===== config.mk =====
export PLATFORM = sky130hd
export DESIGN_NAME = if_id_pipe_stage
export DESIGN_NICKNAME = d
export VERILOG_FILES = /design/src/rtl/pipe_pkg.sv /design/src/rtl/pipe_entry_reg.sv /design/src/rtl/if_id_pipe_stage.sv
export SDC_FILE = /design/constraint.sdc
export NUM_CORES = 1
export LEC_CHECK = 0
export BUFFER_PORTS_ARGS = -buffer_cell sky130_fd_sc_hd__clkbuf_2
export CAP_MARGIN = 20
export CORE_MARGIN = 10
export CORE_UTILIZATION = 40
export CTS_BUF_LIST = sky130_fd_sc_hd__clkbuf_2
export CTS_CLUSTER_DIAMETER = 200
export DETAILED_ROUTE_END_ITERATION = 16
export GPL_ROUTABILITY_DRIVEN = 1
export SLEW_MARGIN = 20
export SYNTH_ARGS = -nofsm -noshare
export SYNTH_HDL_FRONTEND = slang
export SYNTH_SLANG_ARGS = --single-unit

===== constraint.sdc =====
create_clock -name clk -period 2.9 [get_ports clk]
set_input_delay 0.145 -clock clk [delete_from_list [all_inputs] [get_ports clk]]
set_output_delay 0.145 -clock clk [all_outputs]
set_load 0.005 [all_outputs]

===== src/rtl/pipe_pkg.sv =====
// pipe_pkg: shared definitions for the IF/ID pipeline stage.
//   state_t   - occupancy state of the stage (empty / one entry / main+skid)
//   NOP_MIPS  - default instruction presented by an empty slot
//   payload_w - width of the packed {pc, ins, sb} entry
package pipe_pkg;

  typedef enum logic [1:0] {
    ST_EMPTY = 2'd0,
    ST_ONE   = 2'd1,
    ST_FULL  = 2'd2
  } state_t;

  localparam logic [31:0] NOP_MIPS = 32'h0000_0000;

  function automatic int payload_w(input int pc_w, input int ins_w, input int sb_w);
    return pc_w + ins_w + sb_w;
  endfunction

endpackage


===== src/rtl/pipe_entry_reg.sv =====
// pipe_entry_reg: one pipeline entry {pc, ins, sb}.
// Ports:
//   clk, rst - clock and synchronous active-high reset (pc=0, ins=NOP, sb=0)
//   load     - capture d
//   clr      - replace the instruction field with NOP_INS, pc/sb held
//   d, q     - packed payload {pc, ins, sb}
module pipe_entry_reg
  import pipe_pkg::*;
#(
  parameter int                PC_W    = 32,
  parameter int                INS_W   = 32,
  parameter int                SB_W    = 1,
  parameter logic [INS_W-1:0]  NOP_INS = INS_W'(NOP_MIPS),
  localparam int               PW      = payload_w(PC_W, INS_W, SB_W)
) (
  input  logic          clk,
  input  logic          rst,
  input  logic          load,
  input  logic          clr,
  input  logic [PW-1:0] d,
  output logic [PW-1:0] q
);

  always_ff @(posedge clk) begin
    if (rst) begin
      q <= {PC_W'(0), NOP_INS, SB_W'(0)};
    end else if (clr) begin
      q[SB_W +: INS_W] <= NOP_INS;
    end else if (load) begin
      q <= d;
    end
  end

endmodule


===== src/rtl/if_id_pipe_stage.sv =====
// if_id_pipe_stage: fetch-to-decode pipeline register with valid/ready
// handshake, optional skid entry, synchronous flush and a saturating
// stall counter.
// Ports:
//   clk, rst                        - clock, synchronous active-high reset
//   flush                           - drop all held and incoming entries
//   in_valid/in_ready, in_pc/ins/sb - fetch side
//   out_valid/out_ready, out_*      - decode side (out_ins = NOP_INS when invalid)
//   stall_cnt                       - cycles with in_valid=1 and in_ready=0
//
// state    | meaning
// ---------+----------------------------------------------
// ST_EMPTY | nothing held, out_ins shows NOP_INS
// ST_ONE   | main entry valid on out_*
// ST_FULL  | main on out_*, overflow in skid (SKID=1 only)
module if_id_pipe_stage
  import pipe_pkg::*;
#(
  parameter int               PC_W    = 32,
  parameter int               INS_W   = 32,
  parameter int               SB_W    = 1,
  parameter int               SKID    = 1,
  parameter logic [INS_W-1:0] NOP_INS = INS_W'(NOP_MIPS),
  parameter int               CNT_W   = 16
) (
  input  logic             clk,
  input  logic             rst,
  input  logic             flush,
  input  logic             in_valid,
  output logic             in_ready,
  input  logic [PC_W-1:0]  in_pc,
  input  logic [INS_W-1:0] in_ins,
  input  logic [SB_W-1:0]  in_sb,
  output logic             out_valid,
  input  logic             out_ready,
  output logic [PC_W-1:0]  out_pc,
  output logic [INS_W-1:0] out_ins,
  output logic [SB_W-1:0]  out_sb,
  output logic [CNT_W-1:0] stall_cnt
);

  localparam int PW = payload_w(PC_W, INS_W, SB_W);

  state_t          state_q, state_d;
  logic            in_fire, out_fire;
  logic            main_load, main_clr, skid_load;
  logic [PW-1:0]   in_payload, main_d, main_q, skid_q;

  assign in_payload = {in_pc, in_ins, in_sb};

  // With a skid entry, in_ready comes straight from the state register so
  // fetch never sees a path from out_ready.
  assign out_valid = (state_q != ST_EMPTY);
  assign in_ready  = (SKID != 0) ? (state_q != ST_FULL)
                                 : ((state_q == ST_EMPTY) | out_ready);
  assign in_fire   = in_valid & in_ready & ~flush;
  assign out_fire  = out_valid & out_ready;

  always_ff @(posedge clk) begin
    if (rst) state_q <= ST_EMPTY;
    else     state_q <= state_d;
  end

  always_comb begin
    state_d = state_q;
    if (flush) begin
      state_d = ST_EMPTY;
    end else begin
      case (state_q)
        ST_EMPTY: if (in_fire) state_d = ST_ONE;
        ST_ONE: begin
          if (in_fire && !out_fire && SKID != 0) state_d = ST_FULL;
          else if (!in_fire && out_fire)         state_d = ST_EMPTY;
        end
        ST_FULL:  if (out_fire) state_d = ST_ONE;
        default:  state_d = ST_EMPTY;
      endcase
    end
  end

  always_comb begin
    main_load = 1'b0;
    main_clr  = 1'b0;
    skid_load = 1'b0;
    main_d    = in_payload;
    if (flush) begin
      main_clr = 1'b1;
    end else begin
      case (state_q)
        ST_EMPTY: main_load = in_fire;
        ST_ONE: begin
          // Without a skid, in_fire in ONE implies out_fire (in_ready=out_ready).
          if (in_fire && (out_fire || SKID == 0)) main_load = 1'b1;
          else if (in_fire)                       skid_load = 1'b1;
          else if (out_fire)                      main_clr  = 1'b1;
        end
        ST_FULL: begin
          if (out_fire) begin
            main_load = 1'b1;
            main_d    = skid_q;
          end
        end
        default: main_clr = 1'b1;
      endcase
    end
  end

  pipe_entry_reg #(
    .PC_W(PC_W), .INS_W(INS_W), .SB_W(SB_W), .NOP_INS(NOP_INS)
  ) u_main (
    .clk(clk), .rst(rst), .load(main_load), .clr(main_clr),
    .d(main_d), .q(main_q)
  );

  generate
    if (SKID != 0) begin : g_skid
      pipe_entry_reg #(
        .PC_W(PC_W), .INS_W(INS_W), .SB_W(SB_W), .NOP_INS(NOP_INS)
      ) u_skid (
        .clk(clk), .rst(rst), .load(skid_load), .clr(1'b0),
        .d(in_payload), .q(skid_q)
      );
    end else begin : g_no_skid
      assign skid_q = '0;
    end
  endgenerate

  assign out_pc  = main_q[PW-1 -: PC_W];
  assign out_ins = main_q[SB_W +: INS_W];
  assign out_sb  = main_q[SB_W-1:0];

  always_ff @(posedge clk) begin
    if (rst) begin
      stall_cnt <= '0;
    end else if (in_valid && !in_ready && !flush && !(&stall_cnt)) begin
      stall_cnt <= stall_cnt + CNT_W'(1);
    end
  end

endmodule


=== Word-level counts from Yosys, hierarchy flattened ===
Cells that the tools add are included.
Widths: inputs -> output; s select.

* Flip-flop bits (word level): 148
* Output and inout bits: 83

* Add/subtract/negate cells: 1
* Equal/unequal tests: 6
* Multiplexer cells: 20
* Bitwise gates (word level): 5
* Reduce and logical (&&, ||, !) cells: 19

{| class="wikitable"
|+ Operators by type and width
! kind !! count
|-
| $mux 65 || 3
|-
| $add 16x1->16 const B || 1
|-
| $reduce_and 16->1 || 1
|-
| $mux 1 || 10
|-
| $mux 2 || 4
|-
| $logic_and 1x1->1 || 6
|-
| $ne 2x2->1 const B || 3
|-
| $pmux 2 s3 || 1
|-
| $reduce_or 2->1 || 3
|-
| $logic_not 1->1 || 5
|-
| $and 1x1->1 || 3
|-
| $ne 3x3->1 const B || 1
|-
| $pmux 1 s3 || 1
|-
| $reduce_and 3->1 || 1
|-
| $eq 2x1->1 const B || 1
|-
| $eq 2x2->1 const B || 1
|-
| $logic_not 2->1 || 1
|-
| $not 1->1 || 2
|-
| $pmux 1 s2 || 1
|-
| $reduce_and 2->1 || 1
|-
| $reduce_bool 2->1 || 1
|}

=== Logic depth before layout (Yosys ltp) ===
Gate-level depths: netlist of run 1.

* Depth after elaboration: 9
* Mapped depth: 11

=== Modules after synthesis ===
Synthesis of run 1 repeated with hierarchy kept, for this count alone.

* Cells, all modules: 710
* Area, all modules: 7204.4 µm²

{| class="wikitable"
|+ By module, submodules not included
! module !! instances !! cells an instance !! area each (µm²) !! seq. area each (µm²)
|-
| pipe_entry_reg || 2 || 254 || 2677.6 || 1301.2
|-
| if_id_pipe_stage || 1 || 202 || 1849.3 || 360.3
|}

=== Worst setup path before layout of run 1 ===
OpenSTA, ideal clock, no wires.

* Path kind: reg2reg
* Start: reg state_q[0]
* End: reg u_main.q[36]
* Library setup time: 0.091 ns
* Arrival: 2.236 ns
* Slack: 0.574 ns
* Cell stages (with the launch flop): 12
* Path buffers: 3
* Cell sequence: dfxtp_1 > buf_2 > nand2b_1 > and3b_1 > inv_1 > ha_1 > a211o_1 > o21ai_1 > buf_2 > buf_2 > nor2_1 > a311oi_1

* Word-level cells in the longest chain between the ends: 9

{| class="wikitable"
|+ RTL lines
! item !! line !! RTL
|-
| start: declaration || if_id_pipe_stage.sv:44 || <nowiki>state_t state_q, state_d;</nowiki>
|-
| start signal: assignment || if_id_pipe_stage.sv:61 || <nowiki>else state_q <= state_d;</nowiki>
|-
| $ne 2x2->1 (*) || if_id_pipe_stage.sv:54 || <nowiki>assign in_ready = (SKID != 0) ? (state_q != ST_FULL)</nowiki>
|-
| net in_ready || if_id_pipe_stage.sv:30 || <nowiki>output logic in_ready,</nowiki>
|-
| $and 1x1->1 (*) (2 in series) || if_id_pipe_stage.sv:56 || <nowiki>assign in_fire = in_valid & in_ready & ~flush;</nowiki>
|-
| $mux 1 or $logic_and 1x1->1 (tied branches) || if_id_pipe_stage.sv:94, if_id_pipe_stage.sv:93 ||
|-
| $mux 1 || if_id_pipe_stage.sv:93 || <nowiki>if (in_fire && (out_fire || SKID == 0)) main_load = 1'b1;</nowiki>
|-
| $pmux 1 s2 || if_id_pipe_stage.sv:89 || <nowiki>case (state_q)</nowiki>
|-
| $mux 1 || if_id_pipe_stage.sv:86 || <nowiki>if (flush) begin</nowiki>
|-
| $not 1->1 (no line) || - ||
|-
| $reduce_and 2->1 (no line) (*) || - ||
|-
| end signal: assignment || pipe_entry_reg.sv:26 || <nowiki>q <= {PC_W'(0), NOP_INS, SB_W'(0)};</nowiki>
|-
| end: declaration || pipe_entry_reg.sv:21 || <nowiki>output logic [PW-1:0] q</nowiki>
|}

Mark *: on every way through the listed nets, which the timed path passes. The rest lies on a longest branch.
A chain may end at the register's enable or synchronous reset.

=== Final worst setup path of run 1 ===
* Start: reg state_q[1]
* End: reg g_skid.u_skid.q[58]

* Word-level cells in the longest chain between the ends: 7

{| class="wikitable"
|+ RTL lines
! item !! line
|-
| $ne 2x2->1 || if_id_pipe_stage.sv:54
|-
| $and 1x1->1 (2 in series) || if_id_pipe_stage.sv:56
|-
| $mux 1 or $logic_and 1x1->1 (tied branches) || if_id_pipe_stage.sv:94, if_id_pipe_stage.sv:93
|-
| $mux 1 || if_id_pipe_stage.sv:93
|-
| $mux 1 (*) || if_id_pipe_stage.sv:89
|-
| $mux 1 (*) || if_id_pipe_stage.sv:86
|-
| end signal: assignment || pipe_entry_reg.sv:26
|-
| end: declaration || pipe_entry_reg.sv:21
|}

Mark *: on every way between the ends. The rest lies on a longest branch, timed or not.

==> summary.txt, run 1 <==
Placed design
  – DPL Wire Length: 11,360 um
  – Buffers on Ports: 152
  – Gpl congestion: 0.7826

Global routing
  – Vias in the first global route: 5,996
  – Routing usage on met1: 21.83%
  – All-Layer GR Usage: 17.19%
  – First-pass GRT wire length: 30,810 um
  – Initial antenna violation count: 2
  – Largest net degree at the start of global routing: 80
  – M3 GR Usage: 4.440%
  – M2 GR Usage: 27.63%
  – GRT Max-Usage Layer: met2
  – Total gr overflow: 0

Power
  – P per Cell Area: 435.2 nW/um^2
  – Pwr Total: 3.709 mW
  – Worst vdd ir: 235.9 uV
  – Pleak: 3.479 nW

Worst hold path
  – Worst Hold End: g_skid.u_skid.q[45]
  – Tightest Hold Check Type: in -> reg
  – Worst hold stages: 4
  – Hold Startpoint: in_pc[12]

Clock network
  – H-tree depth: 4
  – CTS buffer count: 17
  – Latest clock arrival within the worst-skew pair: 0.72 ns
  – Max Root-Sink Buffers: 2
  – CTS tree: yes
  – Clock Pin Slew Worst Setup and Hold Paths: 0.24 ns
  – Clock sinks: 148
  – Clock root buffer: clkbuf_2

Setup path
  – CP Launch Type: flop
  – R2R setup slack: 0.34 ns
  – Worst Path Required: 3.57 ns
  – Critical Path Start: state_q[1]
  – Critical path capture point type: flop
  – Worst reg-to-reg path cell count: 9
  – R2r endpoint: g_skid.u_skid.q[58]
  – RR Startpoint: state_q[1]
  – Critical Path AT: 3.23 ns
  – Critical path type: reg -> reg
  – Worst Path Max Fanout: 35

Routing
  – Starting DRT DRC Count: 331
  – Routed vias: 6,162
  – First-pass detailed-route iteration total: 4
  – Final wirelength: 18,560 um
  – DRT antenna net count: 0
  – Drt wl/cell: 15.09 um
  – Avg Vias per Cell: 5.010
  – DRC: 0

STA
  – Final Skew: 0.03379 ns
  – Final worst path period share: 88.22%
  – Final Setup Violations: 0
  – Final Max Tran Viols: 0
  – Final hold vios: 0
  – Actual slew at the worst max-slew pin: 0.8521 ns
  – Fin Hold WS: 0.1750 ns
  – Fmax: 390.9 MHz
  – TNS Setup: 0 ns
  – Worst relative slew slack: 43.19%
  – RSZ-0062 raised after global routing: false
  – Min Tclk post-route: 2.558 ns

Status
  – Outcome: finished, final reports clean

Final layout
  – Layout cell share with drive strength beyond 1: 24.58%
  – Final nets: 1,079
  – Most frequent cells in the layout: nand2_1 (219), clkbuf_2 (168), dfxtp_1 (148)
  – Most common cell after layout, fill and taps aside: nand2_1
  – Area Overhead vs Synth: 35.17%
  – # fillers: 1,496

Job
  – Max-Cap Viols: 0

Die
  – Placeable Area: 15,310 sq um
  – Die Span X: 145.5 um
  – Die ar.: 21,180 sq um
  – Cell Rows: 45
  – Initial Utilization: 41.17%
  – Top-level I/O count: 153
  – Die height: 145.5 um

Logic synthesis
  – Synth top area share: 46.99%
  – Post-synth net total: 856
  – Distinct cells, synth: 44
  – Yosys warnings: 0
  – Yosys reg bits: 148
  – Sequential fraction of the synthesis area: 46.99%
  – Mapped Area: 6305 sq um
  – Post-synth top area cell: dfxtp_1
  – Syn Area/Cell: 8.073 sq um
  – Syn Inst Count: 781
  – Dominant cells by area after synthesis: dfxtp_1 (47%), nand2_1 (13%), a21oi_1 (6.0%)
## worst max path at each step
stage,endpoint,slack [ns]
after floorplan,u_main.q[36],0.57
after global placement,u_main.q[54],0.56
after detailed placement,u_main.q[44],0.51
after CTS,g_skid.u_skid.q[58],0.18
after global routing,g_skid.u_skid.q[58],0.08
final,g_skid.u_skid.q[58],0.34
## where the power goes
group	switching, mW	internal, mW
registers	0.0283	2.09
clock network	0.784	0.401
logic	0.205	0.202
total	1.02	2.69
## synth_stat cells, drive strengths merged
library cell  number
nor3               4
a311oi            33
clkbuf            43
nand2            219
a21o               1
inv                4
nor4bb             1
a211oi             4
nor2              82
o31ai              5
nand3b             2
o21a               2
or4                7
or3b               1
nor4               3
nand4bb            2
a31oi              1
mux2              25
ha                 5
and4               1
and3b              2
o221a             13
a21oi             75
buf               22
and2               1
a21boi             1
and4bb             1
mux2i              3
a211o              1
nand4              4
o211ai            19
o21ai             24
dfxtp            148
o41ai              1
nor2b              7
nand3              6
nand2b             5
or2                3
## stage by stage
step / instance area (sq um) / std cells / util, % / setup slack (ns)
final: 8522 / 1230 / 55.65 / 0.3417
after global routing: 8522 / 1230 / 55.65 / 0.08313
after CTS: 8499 / 1226 / 55.50 / 0.1812
after detailed placement: 7278 / 1096 / 47.52 / 0.5050
after global placement: 7278 / 1096 / 47.52 / 0.5559
after floorplan: 6305 / 781 / - / 0.5735
## state kept, by name (all words and copies together) (netlist names)
name	count
stall_cnt	16
u_main.q	65
state_q	2
g_skid.u_skid.q	65
## routing by layer
layer / share of wire, % / vias to the layer above
li1: - / 3148
met1: 47 / 2844
met2: 47 / 153
met3: 5.1 / 17
met4: 1.4 / 0
met5: 0 / -
## cells by family (layout without fill, tap and decap cells)
kind of cell,count (synthesis),in the layout,synth area share (%)
buffers and inverters,69,305,4.485
adders and majority gates,5,5,0.9923
muxes,28,28,4.941
DFF,148,148,46.99
other,0,2,0
AOI/OAI and AO/OA,180,180,18.95
and+or+nand+nor,351,351,23.64
## worst max-delay path: stages, from the launching register on
cell           delay, ns
dfxtp_1             0.45
buf_4               0.19
nand2b_1            0.10
and3b_1             0.22
ha_1                0.23
nand3b_1            0.11
buf_4               0.37
nand2_1             0.10
a21oi_1             0.16
dlygate4sd3_1       0.57
## what timing repair did
item | in CTS | in global routing
resized for setup | 0 | 1
endpoints found under the hold margin | 142 | 0
setup endpoints to repair | 0 | 19
hold buffers | 98 | 0
setup buffers | 0 | 2
## cell type report
cell class	instances	area [sq um]	share of cell area, %
diodes	2	5.005	0.05873
clock buffers	17	85.08	0.9984
clock inverters	15	155.1	1.821
inverters	4	15.01	0.1762
multi-input cells	564	3110	36.50
flip-flops and latches	148	2963	34.77
well taps	211	264.0	3.098
repair buffers	269	1924	22.58
Power figures use the tool's default switching activity.
==> inputs of run 2 (changes only) <==
--- a/config.mk
+++ b/config.mk
@@ -16,4 +16,5 @@
 export SLEW_MARGIN = 20
 export SYNTH_ARGS = -nofsm -noshare
 export SYNTH_HDL_FRONTEND = slang
+export SYNTH_HIERARCHICAL = 1
 export SYNTH_SLANG_ARGS = --single-unit
==> summary.txt, run 2 <==
Clock network
  – CTS buffer count: 17 (unchanged)
  – Clock root buffer: clkbuf_2
  – H-tree depth: 4 (unchanged)
  – Max Root-Sink Buffers: 2 (unchanged)
  – Clock sinks: 148 (unchanged)
  – Number of post-CTS setup repair buffers: 0 (unchanged)
  – Clock Pin Slew Worst Setup and Hold Paths: 0.26 ns (+0.02 ns)
  – Latest clock arrival within the worst-skew pair: 0.71 ns (about the same)
  – CTS tree: yes

STA
  – Final worst path period share: 93.71% (+5.5 points)
  – Final worst slack: 0.1824 ns (-0.1593 ns)
  – Final Skew: 0.04680 ns (+0.01301 ns)
  – RSZ-0062 raised after global routing: false
  – Worst relative slew slack: 48.02% (+4.8 points)
  – TNS Setup: 0 ns (unchanged)
  – Final Setup Violations: 0 (unchanged)
  – Actual slew at the worst max-slew pin: 0.7789 ns (-0.07323 ns)
  – Final hold vios: 0 (unchanged)
  – Final Max Tran Viols: 0 (unchanged)
  – Fmax: 368.0 MHz (-5.9%)
  – Min Tclk post-route: 2.718 ns (+0.1593 ns)

Setup path
  – RR Startpoint: state_q[1]
  – Max incr delay on CP: 0.57 ns (about the same)
  – Critical Path Start: state_q[1]
  – Critical path type: reg -> reg
  – R2r endpoint: g_skid.u_skid/q[64]
  – Crit path max-delay cell type: dlygate4sd3_1
  – CP Launch Type: flop
  – CP top delay family: simple AND/OR/NAND/NOR gates
  – R2R setup slack: 0.18 ns (-0.16 ns)
  – Worst reg-to-reg path cell count: 9 (unchanged)
  – Worst Path Max Fanout: 33 (-5.7%)
  – Critical Path, Cell by Cell: or2_2, and2_1, inv_1, ha_1, nor4bb_4, nor2b_2, buf_6, o21ai_1, dlygate4sd3_1
  – Critical path capture point type: flop
  – Worst Path Required: 3.52 ns (-0.05 ns)
  – Critical path buffers and inverters: 3 (unchanged)
  – Critical Path AT: 3.34 ns (+0.11 ns)

Final layout
  – Layout cell share with drive strength beyond 1: 29.75% (+5.2 points)
  – Register area: 2963 sq um (unchanged)
  – # fillers: 1,666 (+11%)
  – Most common cell after layout, fill and taps aside: clkbuf_2
  – Fin util: 50.60% (-5.0 points)
  – Area Overhead vs Synth: 25.30%
  – Largest regs: g_skid.u_skid/q: 65 flops, u_main/q: 65 flops, stall_cnt: 16 flops
  – Multi-input logic area: 3841 sq um (+23%)
  – Most frequent cells in the layout: clkbuf_2 (168), dfxtp_1 (148), dlygate4sd3_1 (73)
  – Final nets: 993 (-8.0%)

Power
  – P per Cell Area: 405.6 nW/um^2 (-6.8%)
  – Net Sw Frac: 27.98% (+0.56 points)
  – Comb pwr share: 11.6% (+0.6 points)
  – Clock share of power: 31.5% (-0.4 points)
  – Flop pwr share: 56.9% (-0.2 points)
  – Pwr Total: 3.662 mW (-1.3%)
  – Worst vdd ir: 249.0 uV (+5.6%)
  – Pleak: 3.390 nW (-2.6%)
  – Switch Pwr: 1.025 mW (+0.76%)
  – Int Pwr: 2.637 mW (-2.0%)

Worst hold path
  – Tightest Hold Check Type: in -> reg
  – Hold Startpoint: in_ins[11]
  – Worst hold stages: 4 (unchanged)
  – Worst Hold End: g_skid.u_skid/q[12]

Logic synthesis
  – Yosys warnings: 6 (+6)
  – Most common cell in the netlist: dfxtp_1
  – Sequential fraction of the synthesis area: 41.13% (-5.9 points)
  – Post-synth EDFFs: 0 (unchanged)
  – Synth top area share: 41.13% (-5.9 points)
  – Main synth FF type: dfxtp_1
  – Ys async rst share: 0% (unchanged)
  – Post-synth top area cell: dfxtp_1
  – Dominant cells by area after synthesis: dfxtp_1 (41%), mux2_2 (10%), nand4bb_1 (10%)
  – Syn Area/Cell: 10.15 sq um (+26%)
  – Commonest cells in the netlist: dfxtp_1 (148), nor2_1 (70), nand2b_1 (68), mux2_2 (67), nand4bb_1 (67)
  – Syn Inst Count: 710 (-9.1%)
  – Distinct cells, synth: 40 (-9.1%)
  – Mapped Area: 7204 sq um (+14%)
  – Yosys reg bits: 148 (unchanged)

Global routing
  – First-pass GRT wire length: 29,700 um (-3.6%)
  – Vias in the first global route: 5,834 (-2.7%)
  – Initial antenna violation count: 1 (-1)
  – Largest net degree at the start of global routing: 71 (-11%)
  – All-Layer GR Usage: 14.81% (-2.4 points)
  – Total gr overflow: 0 (unchanged)

Routing
  – Final wirelength: 18,470 um (-0.46%)
  – Starting DRT DRC Count: 231 (-30%)
  – DRC: 0 (unchanged)
  – DRT antenna net count: 0 (unchanged)
  – First-pass detailed-route iteration total: 6 (+2)
  – Drt wl/cell: 15.91 um (+5.5%)
  – Avg Vias per Cell: 5.000 (-0.19%)
  – Routed vias: 5,805 (-5.8%)

Die
  – Die Span X: 154.2 um (+6.0%)
  – Initial Utilization: 40.38% (-0.79 points)
  – Top-level I/O count: 153 (unchanged)
  – Cell Rows: 49 (+8.9%)
  – Placeable Area: 17,840 sq um (+16%)
  – Die height: 154.2 um (+6.0%)
  – Die ar.: 23,780 sq um (+12%)

Placed design
  – Gpl congestion: 0.7426 (-5.1%)
  – Buffers on Ports: 152 (unchanged)
  – DPL Wire Length: 11,840 um (+4.3%)
  – Post-Place Worst Slack: 0.1404 ns (-0.3646 ns)

Job
  – Max-Cap Viols: 0 (unchanged)

Status
  – Outcome: finished, final reports clean
==> run 2: cell types whose count changed in the layout (fill, tap and decap cells not counted), moves of 25 or more <==
| cell | previous run | this run |
|---|---|---|
| nand2_1 | 219 | 7 |
| nand4bb_1 | 1 | 67 |
| o21ai_1 | 1 | 66 |
| a21oi_1 | 75 | 12 |
| nand2b_1 | 5 | 68 |
| mux2i_1 | 3 | 65 |
| mux2_2 | 25 | 67 |
| a311oi_1 | 33 | 0 |
| dlygate4sd3_1 | 98 | 73 |
==> run 2: how the worst max path moves through the flow <==
stage / endpoint / slack, ns / cells after the start
floorplan: g_skid.u_skid/q[10] / 0.63 / 11
global placement: u_main/q[60] / 0.26 / 10
detailed placement: u_main/q[63] / 0.14 / 10
CTS: g_skid.u_skid/q[39] / 0.07 / 9
global route: g_skid.u_skid/q[39] / 0.004 / 9
finish: g_skid.u_skid/q[64] / 0.18 / 9
==> run 2: stage by stage <==
stage / hold WS [ns] / cells / instance area, sq um
global route: 0.1074 / 1161 / 9027
finish: 0.1997 / 1161 / 9027
detailed placement: 0.4078 / 1054 / 8050
floorplan: 0.2919 / 717 / 7231
global placement: 0.3947 / 1054 / 8050
CTS: 0.07880 / 1159 / 9015
==> run 2: metal layers <==
| layer | up-vias | track usage (%) | share of wire [%] |
|---|---|---|---|
| met3 | 14 | 4.631 | 4.7 |
| li1 | 2959 | - | - |
| met2 | 105 | 24.35 | 47 |
| met4 | 0 | 4.543 | 1.1 |
| met1 | 2727 | 18.09 | 47 |
| met5 | - | 0 | 0 |
==> run 2: power by group through the flow <==
| stage | Sequential [mW] | Clock [mW] | Combinational [mW] |
|---|---|---|---|
| final | 2.08 | 1.15 | 0.426 |
| after global placement | 2.12 | 0 | 0.345 |
| after floorplan | 2.12 | 0 | 0.233 |
| after global routing | 2.09 | 1.29 | 0.464 |
| after detailed placement | 2.12 | 0 | 0.346 |
| after CTS | 2.08 | 1.22 | 0.423 |
==> run 2: worst reg2reg max path, stage by stage (launching register included) <==
cell           delay (ns)
dfxtp_1              0.39
or2_2                0.33
and2_1               0.19
inv_1                0.08
ha_1                 0.14
nor4bb_4             0.37
nor2b_2              0.22
buf_6                0.27
o21ai_1              0.12
dlygate4sd3_1        0.57
==> run 2: what timing repair did <==
action | in CTS | in global routing
endpoints found under the hold margin | 148 | 0
setup endpoints to repair | 0 | 30
gates resized for setup | 0 | 1
hold buffers | 73 | 0
==> run 2: cells by family after synthesis <==
| logic type | synth area share [%] |
|---|---|
| simple gates | 24.37 |
| flops | 41.13 |
| mux | 19.66 |
| compound gates | 7.468 |
| buf+inv | 6.460 |
| fa+ha+maj | 0.8684 |
| other cells | 0.05205 |
==> run 2: final cells by class <==
| cell class | instances | share of cell area [%] |
|---|---|---|
| multi-input cells | 501 | 42.55 |
| flip-flops and latches | 148 | 32.82 |
| well taps | 229 | 3.174 |
| diodes | 1 | 0.02772 |
| repair buffers | 244 | 18.59 |
| clock buffers | 17 | 0.9425 |
| clock inverters | 15 | 1.649 |
| inverters | 6 | 0.2495 |
